<file path="src/rtl/stage_reg_skid_pkg.sv">
// rtl/stage_reg_skid_pkg.sv - shared state encoding and reset constant for the skid stage register
package stage_reg_skid_pkg;

    typedef enum logic [1:0] {
        ST_EMPTY = 2'd0,
        ST_ONE   = 2'd1,
        ST_FULL  = 2'd2
    } state_e;

    localparam logic [31:0] DEFAULT_RESET_DATA = 32'h0000_2000;

    function automatic logic [1:0] occ_of(state_e s);
        case (s)
            ST_ONE:  return 2'd1;
            ST_FULL: return 2'd2;
            default: return 2'd0;
        endcase
    endfunction

endpackage

</file>
<file path="src/rtl/stage_reg_skid.sv">
// rtl/stage_reg_skid.sv - two-entry skid pipeline register with registered in_ready and flush
module stage_reg_skid
    import stage_reg_skid_pkg::*;
#(
    parameter int unsigned      WIDTH      = 32,
    parameter logic [WIDTH-1:0] RESET_DATA = WIDTH'(DEFAULT_RESET_DATA)
) (
    input  logic             clk,
    input  logic             reset,
    input  logic             flush,
    input  logic             in_valid,
    input  logic [WIDTH-1:0] in_data,
    output logic             in_ready,
    output logic             out_valid,
    output logic [WIDTH-1:0] out_data,
    input  logic             out_ready,
    output logic [1:0]       occupancy
);

    state_e           state_q, state_d;
    logic [WIDTH-1:0] main_q, main_d;
    logic [WIDTH-1:0] skid_q, skid_d;
    logic             in_ready_q, out_valid_q;
    logic [1:0]       occ_q;
    logic             accept, emit;

    assign accept = in_valid && in_ready_q;
    assign emit   = out_valid_q && out_ready;

    always_comb begin
        state_d = state_q;
        main_d  = main_q;
        skid_d  = skid_q;
        // Flush clears only the valid state; payload registers keep their contents.
        if (flush) begin
            state_d = ST_EMPTY;
        end else begin
            case (state_q)
                ST_EMPTY: begin
                    if (accept) begin
                        state_d = ST_ONE;
                        main_d  = in_data;
                    end
                end
                ST_ONE: begin
                    if (accept && emit) begin
                        main_d = in_data;
                    end else if (accept) begin
                        state_d = ST_FULL;
                        skid_d  = in_data;
                    end else if (emit) begin
                        state_d = ST_EMPTY;
                    end
                end
                ST_FULL: begin
                    if (emit) begin
                        state_d = ST_ONE;
                        main_d  = skid_q;
                    end
                end
                default: state_d = ST_EMPTY;
            endcase
        end
    end

    // Handshake outputs are registered from the next state so in_ready never sees out_ready combinationally.
    always_ff @(posedge clk or posedge reset) begin
        if (reset) begin
            state_q     <= ST_EMPTY;
            main_q      <= RESET_DATA;
            skid_q      <= RESET_DATA;
            in_ready_q  <= 1'b1;
            out_valid_q <= 1'b0;
            occ_q       <= 2'd0;
        end else begin
            state_q     <= state_d;
            main_q      <= main_d;
            skid_q      <= skid_d;
            in_ready_q  <= (state_d != ST_FULL);
            out_valid_q <= (state_d != ST_EMPTY);
            occ_q       <= occ_of(state_d);
        end
    end

    assign in_ready  = in_ready_q;
    assign out_valid = out_valid_q;
    assign out_data  = main_q;
    assign occupancy = occ_q;

endmodule

</file>
<file path="config.mk">
export PLATFORM = sky130hd
export DESIGN_NAME = stage_reg_skid
export DESIGN_NICKNAME = d
export VERILOG_FILES = /design/src/rtl/stage_reg_skid_pkg.sv /design/src/rtl/stage_reg_skid.sv
export SDC_FILE = /design/constraint.sdc
export NUM_CORES = 1
export LEC_CHECK = 0
export ABC_AREA = 1
export CAP_MARGIN = 0
export CORE_ASPECT_RATIO = 1.75
export CORE_MARGIN = 5
export CORE_UTILIZATION = 40
export CTS_BUF_LIST = sky130_fd_sc_hd__clkbuf_4 sky130_fd_sc_hd__clkbuf_8
export CTS_CLUSTER_DIAMETER = 30
export DETAILED_ROUTE_END_ITERATION = 8
export PLACE_DENSITY = 0.77
export SYNTH_ARGS = -nofsm -noshare
export SYNTH_HDL_FRONTEND = slang
export SYNTH_SLANG_ARGS = --single-unit
export TNS_END_PERCENT = 1
</file>
<file path="constraint.sdc">
create_clock -name clk -period 2.9 [get_ports clk]
set_input_delay 0.58 -clock clk [delete_from_list [all_inputs] [get_ports clk]]
set_output_delay 0.58 -clock clk [all_outputs]
set_load 0.005 [all_outputs]
</file>
Word-level counts from Yosys, hierarchy flattened. Cells that the tools add are included.

Mux-type cells: 12. Bitwise gates (word level): 2. Eq/ne operators: 8. Reduce and logical (&&, ||, !) cells: 8.

Operators with widths (count): $mux W32 (3); $pmux W32 S3 (1); $mux W2 (6); $ne A2 B2 Y1 const B (4); $pmux W2 S3 (1); $reduce_and A5 Y1 (1); $eq A2 B1 Y1 const B (2); $eq A2 B2 Y1 const B (2); $pmux W2 S2 (1); $reduce_and A4 Y1 (1); $logic_and A1 B1 Y1 (3); $reduce_bool A3 Y1 (1); $logic_not A2 Y1 (1); $not A1 Y1 (2); $reduce_bool A2 Y1 (1).

Input port bits: 37. Register bits after elaboration: 70.

Logic depth before layout (Yosys ltp).
Word-level depth: 8. Depth in mapped cells: 8.

Worst setup path before layout. No wires, ideal clock.

Path kind: input to register. From: input out_ready. To: register skid_q[10]. Path slack: 1.565 ns. Required time: 2.834 ns. Cell stages on the path: 4. Library setup time: 0.066 ns. Data arrival time: 1.269 ns. Cell sequence: a21oi_2 clkbuf_1 nand3_1 nand2_1.

Word-level cells in the longest chain between the ends: 4.

RTL lines: start: declaration (line stage_reg_skid.sv:16) `input logic out_ready,`; $logic_and A1 B1 Y1 (line stage_reg_skid.sv:28) `assign emit = out_valid_q && out_ready;`; $logic_and A1 B1 Y1 (line stage_reg_skid.sv:46) `if (accept && emit) begin`; $not A1 Y1 (no source line); $reduce_and A4 Y1 (no source line); end signal: assignment (line stage_reg_skid.sv:78) `skid_q <= skid_d;`; end: declaration (line stage_reg_skid.sv:22) `logic [WIDTH-1:0] skid_q, skid_d;`.

Every way passes these cells. A chain may end at the register's enable or synchronous reset.

Worst setup path after layout.
From: register state_q[0]. To: register main_q[1], in the netlist out_data[1].

Word-level cells in the longest chain between the ends: 3. Elaborated cells between the ends (all ways): 9.

RTL lines: start: declaration (line stage_reg_skid.sv:20) `state_e state_q, state_d;`; start signal: assignment (line stage_reg_skid.sv:76) `state_q <= state_d;`; $eq A2 B1 Y1, or another cell as far along (line stage_reg_skid.sv:38) `case (state_q)`; $ne A2 B2 Y1 (no source line) or $reduce_bool A3 Y1 (tied branches); $reduce_and A5 Y1 (no source line); end signal: assignment (line stage_reg_skid.sv:77) `main_q <= main_d;`; end: declaration (line stage_reg_skid.sv:21) `logic [WIDTH-1:0] main_q, main_d;`.

Parallel ways exist; a longest one is shown, timed or not.

==> results.md <==
- The run finished with clean final reports.
- The worst path uses 76.1% of the clock period.
- Each instance of the synthesized netlist takes up on average 7.82 µm².
- At the pin with the least slew margin, the transition time is 0.652 ns.
- In this run the critical register-to-register path is captured at out_data[1].
- The vias per cell is 4.92.
- The clock slew at the register clock pins of the worst setup and hold paths is 0.07 ns.
- The largest single stage delay on the critical path is 0.55 ns.
- The count of endpoints failing setup in the final report is 0.
- The die covers 10900 µm².
- The final total negative setup slack is 0 ns.
- The number of nets with antenna violations after routing is 0.
- The count of filler cells inserted in the layout is 847.
- For the worst setup path, the data required time is 3.18 ns.
- The buffers inserted during post-CTS setup optimization is 0.
- Summing every instance area after synthesis gives 3520 µm².
- Setup repair after global routing left no endpoint under its margin.
- The clock passes through at most 2 buffers.
- The root buffer cell chosen for the clock tree is clkbuf_8.
- The area taken by multi-input logic gates is 1450 µm².
- The largest driver fanout on the critical path is 34.
- The predominant post-synthesis flop cell is dfrtp_1.
- The number of buffers inserted during clock tree synthesis is 9.
- The count of instances resized after the clock tree is built is 0.
- The number of search-and-repair iterations in the first detailed-routing pass is 4.
- The worst slew slack as a fraction of its limit is 56.4%.
- The netlist uses 17 different library cells.
- The first global-routing pass estimated 14.6 mm of wire.
- The worst hold path terminates at skid_q[0].
- The number of global-route vias before repair is 3111.
- The area used by sequential logic in the layout is 1760 µm².
- The leakage power is 2.35 nW.
- The floorplan die height is 134 µm.
- The worst ir drop on vdd is 0.549 mV.
- Clock tree synthesis found a total of 70 sinks.
- The pre-CTS setup slack is 0.568 ns.
- Counting flops and latches in the post-synthesis netlist gives 70.
- The final count of pins violating max slew is 0.
- The level count of the clock H-tree is 3.
- The antenna cell count is 0.
- The signal on the critical path passes through inv_2, nand2_1, a21oi_4, buf_4, nand3_1, nand2_1.
- Of all flip-flops after synthesis, the portion carrying an async set or reset was 100%.
- The wire length reported by the detailed router is 8.67 mm.
- The placeable core region is 8670 µm².
- The worst path arrival time is 2.49 ns.
- The cell at the slowest stage of the critical path is a21oi_4.
- The cell count after synthesis is 451.
- The residual overflow from global routing is 0.
- The largest net degree at the start of global routing is 43.
- The share of the synthesized area in the top cell type is 47.6%.
- The type of destination of the critical path is a register.
- Buffers inserted to repair hold after CTS numbered 0.
- The final number of hold-violating endpoints was 0.
- After layout, the design draws a total of 3.94 mW.
- The type of origin of the critical path is a register.
- Counting instances, the worst hold path has a depth of 2.
- Of all cell types, the one taking the most synthesized area is dfrtp_1.
- By instance count, the leading cell after synthesis is nand2_1.
- The number of primary I/O pins is 73.
- The critical path's most frequent cell is nand2_1.
- The worst setup path is of the register to register kind.
- The detailed-placement wirelength estimate is 5.98 mm.
- By count the netlist is led by nand2_1, nand3_1, dfrtp_1.
- In this run the critical register-to-register path is launched from state_q[0].
- Input and output buffers added on the ports amount to 72.
- The count of flip-flops with a built-in enable after synthesis is 0.
- The total vias in the final route is 3111.
- Yosys attributes the largest share of cell area to dfrtp_1, nand2_1, nand3_1, o21bai_1, inv_1.
- Global routing used 17.0% of the available tracks.
- The detailed router finished its first iteration with 290 violations.
- The floorplan step set the die width to 81.0 µm.
- Setup slack on the worst reg-to-reg path comes out at 0.69 ns.
- In this run the most critical hold path is launched from skid_q[0].
- The depth of the most critical reg-to-reg path is 6.
- The tightest min-delay check is of the register to register type.
- The clock latency reported for the late side of the worst-skew pair is 0.34 ns.
- The final clock skew is 0.00753 ns.
- The initial utilization of the core area, before any placement, comes to 40.6%.
- Routability-driven placement finished with a final weighted congestion of 0.837.
- The residual DRC count is 0.
- The final worst slack is 0.693 ns.
- In the final routed layout, each cell accounts on average for 13.7 µm.
- The floorplan has 45 rows.
- The worst path in the final design needs a cycle of 2.21 ns, including I/O delays and setup.
- The reported max-cap violation count is 0.
- The power per unit of standard cell area is 877 nW/µm².
- The initial antenna violation count was 0.
- Derived from the worst setup path, the maximum achievable clock frequency is 0.453 GHz.
- The area growth from synthesis to layout is 27.5%.
- The post-route netlist has 7.18% of its cells at a drive strength greater than 1.
- The number of warnings issued by yosys is 0.
- The post-synthesis sequential area ratio is 49.8%.
- TritonCTS built the clock tree.
- Counting every net in the synthesized netlist gives 488.
- The net count of the finished layout is 547.
## state kept, by name (all words and copies together) (netlist names)
name and flops:
state_q 2, skid_q 32, in_ready 1, out_data 32, out_valid 1, occupancy 2
## worst max-delay path, delay by kind of cell, from the launching register on
kind	cells	cell delay (ns)
and+or+nand+nor	3	0.40
DFF	1	0.42
buffers and inverters	2	0.76
AOI/OAI and AO/OA	1	0.55
## kinds of logic (layout without fill, tap and decap cells)
| logic type | Yosys count | in the layout | synth area share [%] |
|---|---|---|---|
| DFF | 70 | 70 | 49.8 |
| and+or+nand+nor | 273 | 273 | 33.0 |
| buffers and inverters | 72 | 136 | 9.37 |
| AOI/OAI and AO/OA | 36 | 36 | 7.81 |
## layout by cell type, fill, tap and decap left out
| cell | count |
|---|---|
| o21ai_1 | 2 |
| buf_4 | 6 |
| nor2_4 | 1 |
| o21bai_1 | 32 |
| a21oi_4 | 2 |
| bufinv_16 | 1 |
| inv_2 | 4 |
| buf_12 | 1 |
| clkbuf_8 | 10 |
| nand2_1 | 170 |
| nand2_2 | 4 |
| clkdlybuf4s50_1 | 72 |
| nand3_1 | 97 |
| dfstp_2 | 3 |
| dfrtp_1 | 67 |
| clkbuf_4 | 5 |
| inv_1 | 37 |
| nor2_1 | 1 |
## worst max path at each step
stage          startpoint  cells after the start           end  slack, ns
3_5_place_dp    out_ready                      6   out_data[0]       0.57
5_1_grt        state_q[0]                      6   out_data[1]       0.60
3_3_place_gp    out_ready                      6  out_data[24]       0.61
4_1_cts        state_q[0]                      6   out_data[0]       0.72
2_1_floorplan       reset                      1  occupancy[0]       0.56
6_report       state_q[0]                      6   out_data[1]       0.69
## per-stage QoR
stage / hold slack [ns] / util [%] / cell area [µm²] / instances
finish: 0.474 / 51.8 / 4490 / 632
detailed placement: 0.459 / 49.5 / 4290 / 616
floorplan: 0.442 / - / 3520 / 451
global route: 0.493 / 51.8 / 4490 / 632
CTS: 0.476 / 51.8 / 4490 / 632
global placement: 0.451 / 49.5 / 4290 / 616
## per-layer routing
| metal | track usage, % | up-vias | part of all wire (%) |
|---|---|---|---|
| li1 | - | 1542 | - |
| met1 | 19.9 | 1455 | 38 |
| met2 | 28.8 | 97 | 53 |
| met3 | 3.76 | 17 | 5.9 |
| met4 | 8.36 | 0 | 3.0 |
| met5 | 0 | - | 0 |
## where the power goes
group	switching, mW	leakage (nW)	internal (mW)	total (mW)
sequential	0.245	0.871	1.42	1.66
clock	0.341	0.109	0.470	0.811
combinational	0.706	1.37	0.760	1.47
total	1.29	2.35	2.65	3.94
## cell type report
| class | count | area share (%) |
|---|---|---|
| flip-flops and latches | 70 | 39.1 |
| clock buffers | 15 | 3.90 |
| well taps | 117 | 3.26 |
| repair buffers | 79 | 17.5 |
| clock inverters | 1 | 0.668 |
| inverters | 41 | 3.43 |
| multi-input cells | 309 | 32.2 |
No activity file was read; power rests on OpenSTA's default activity.
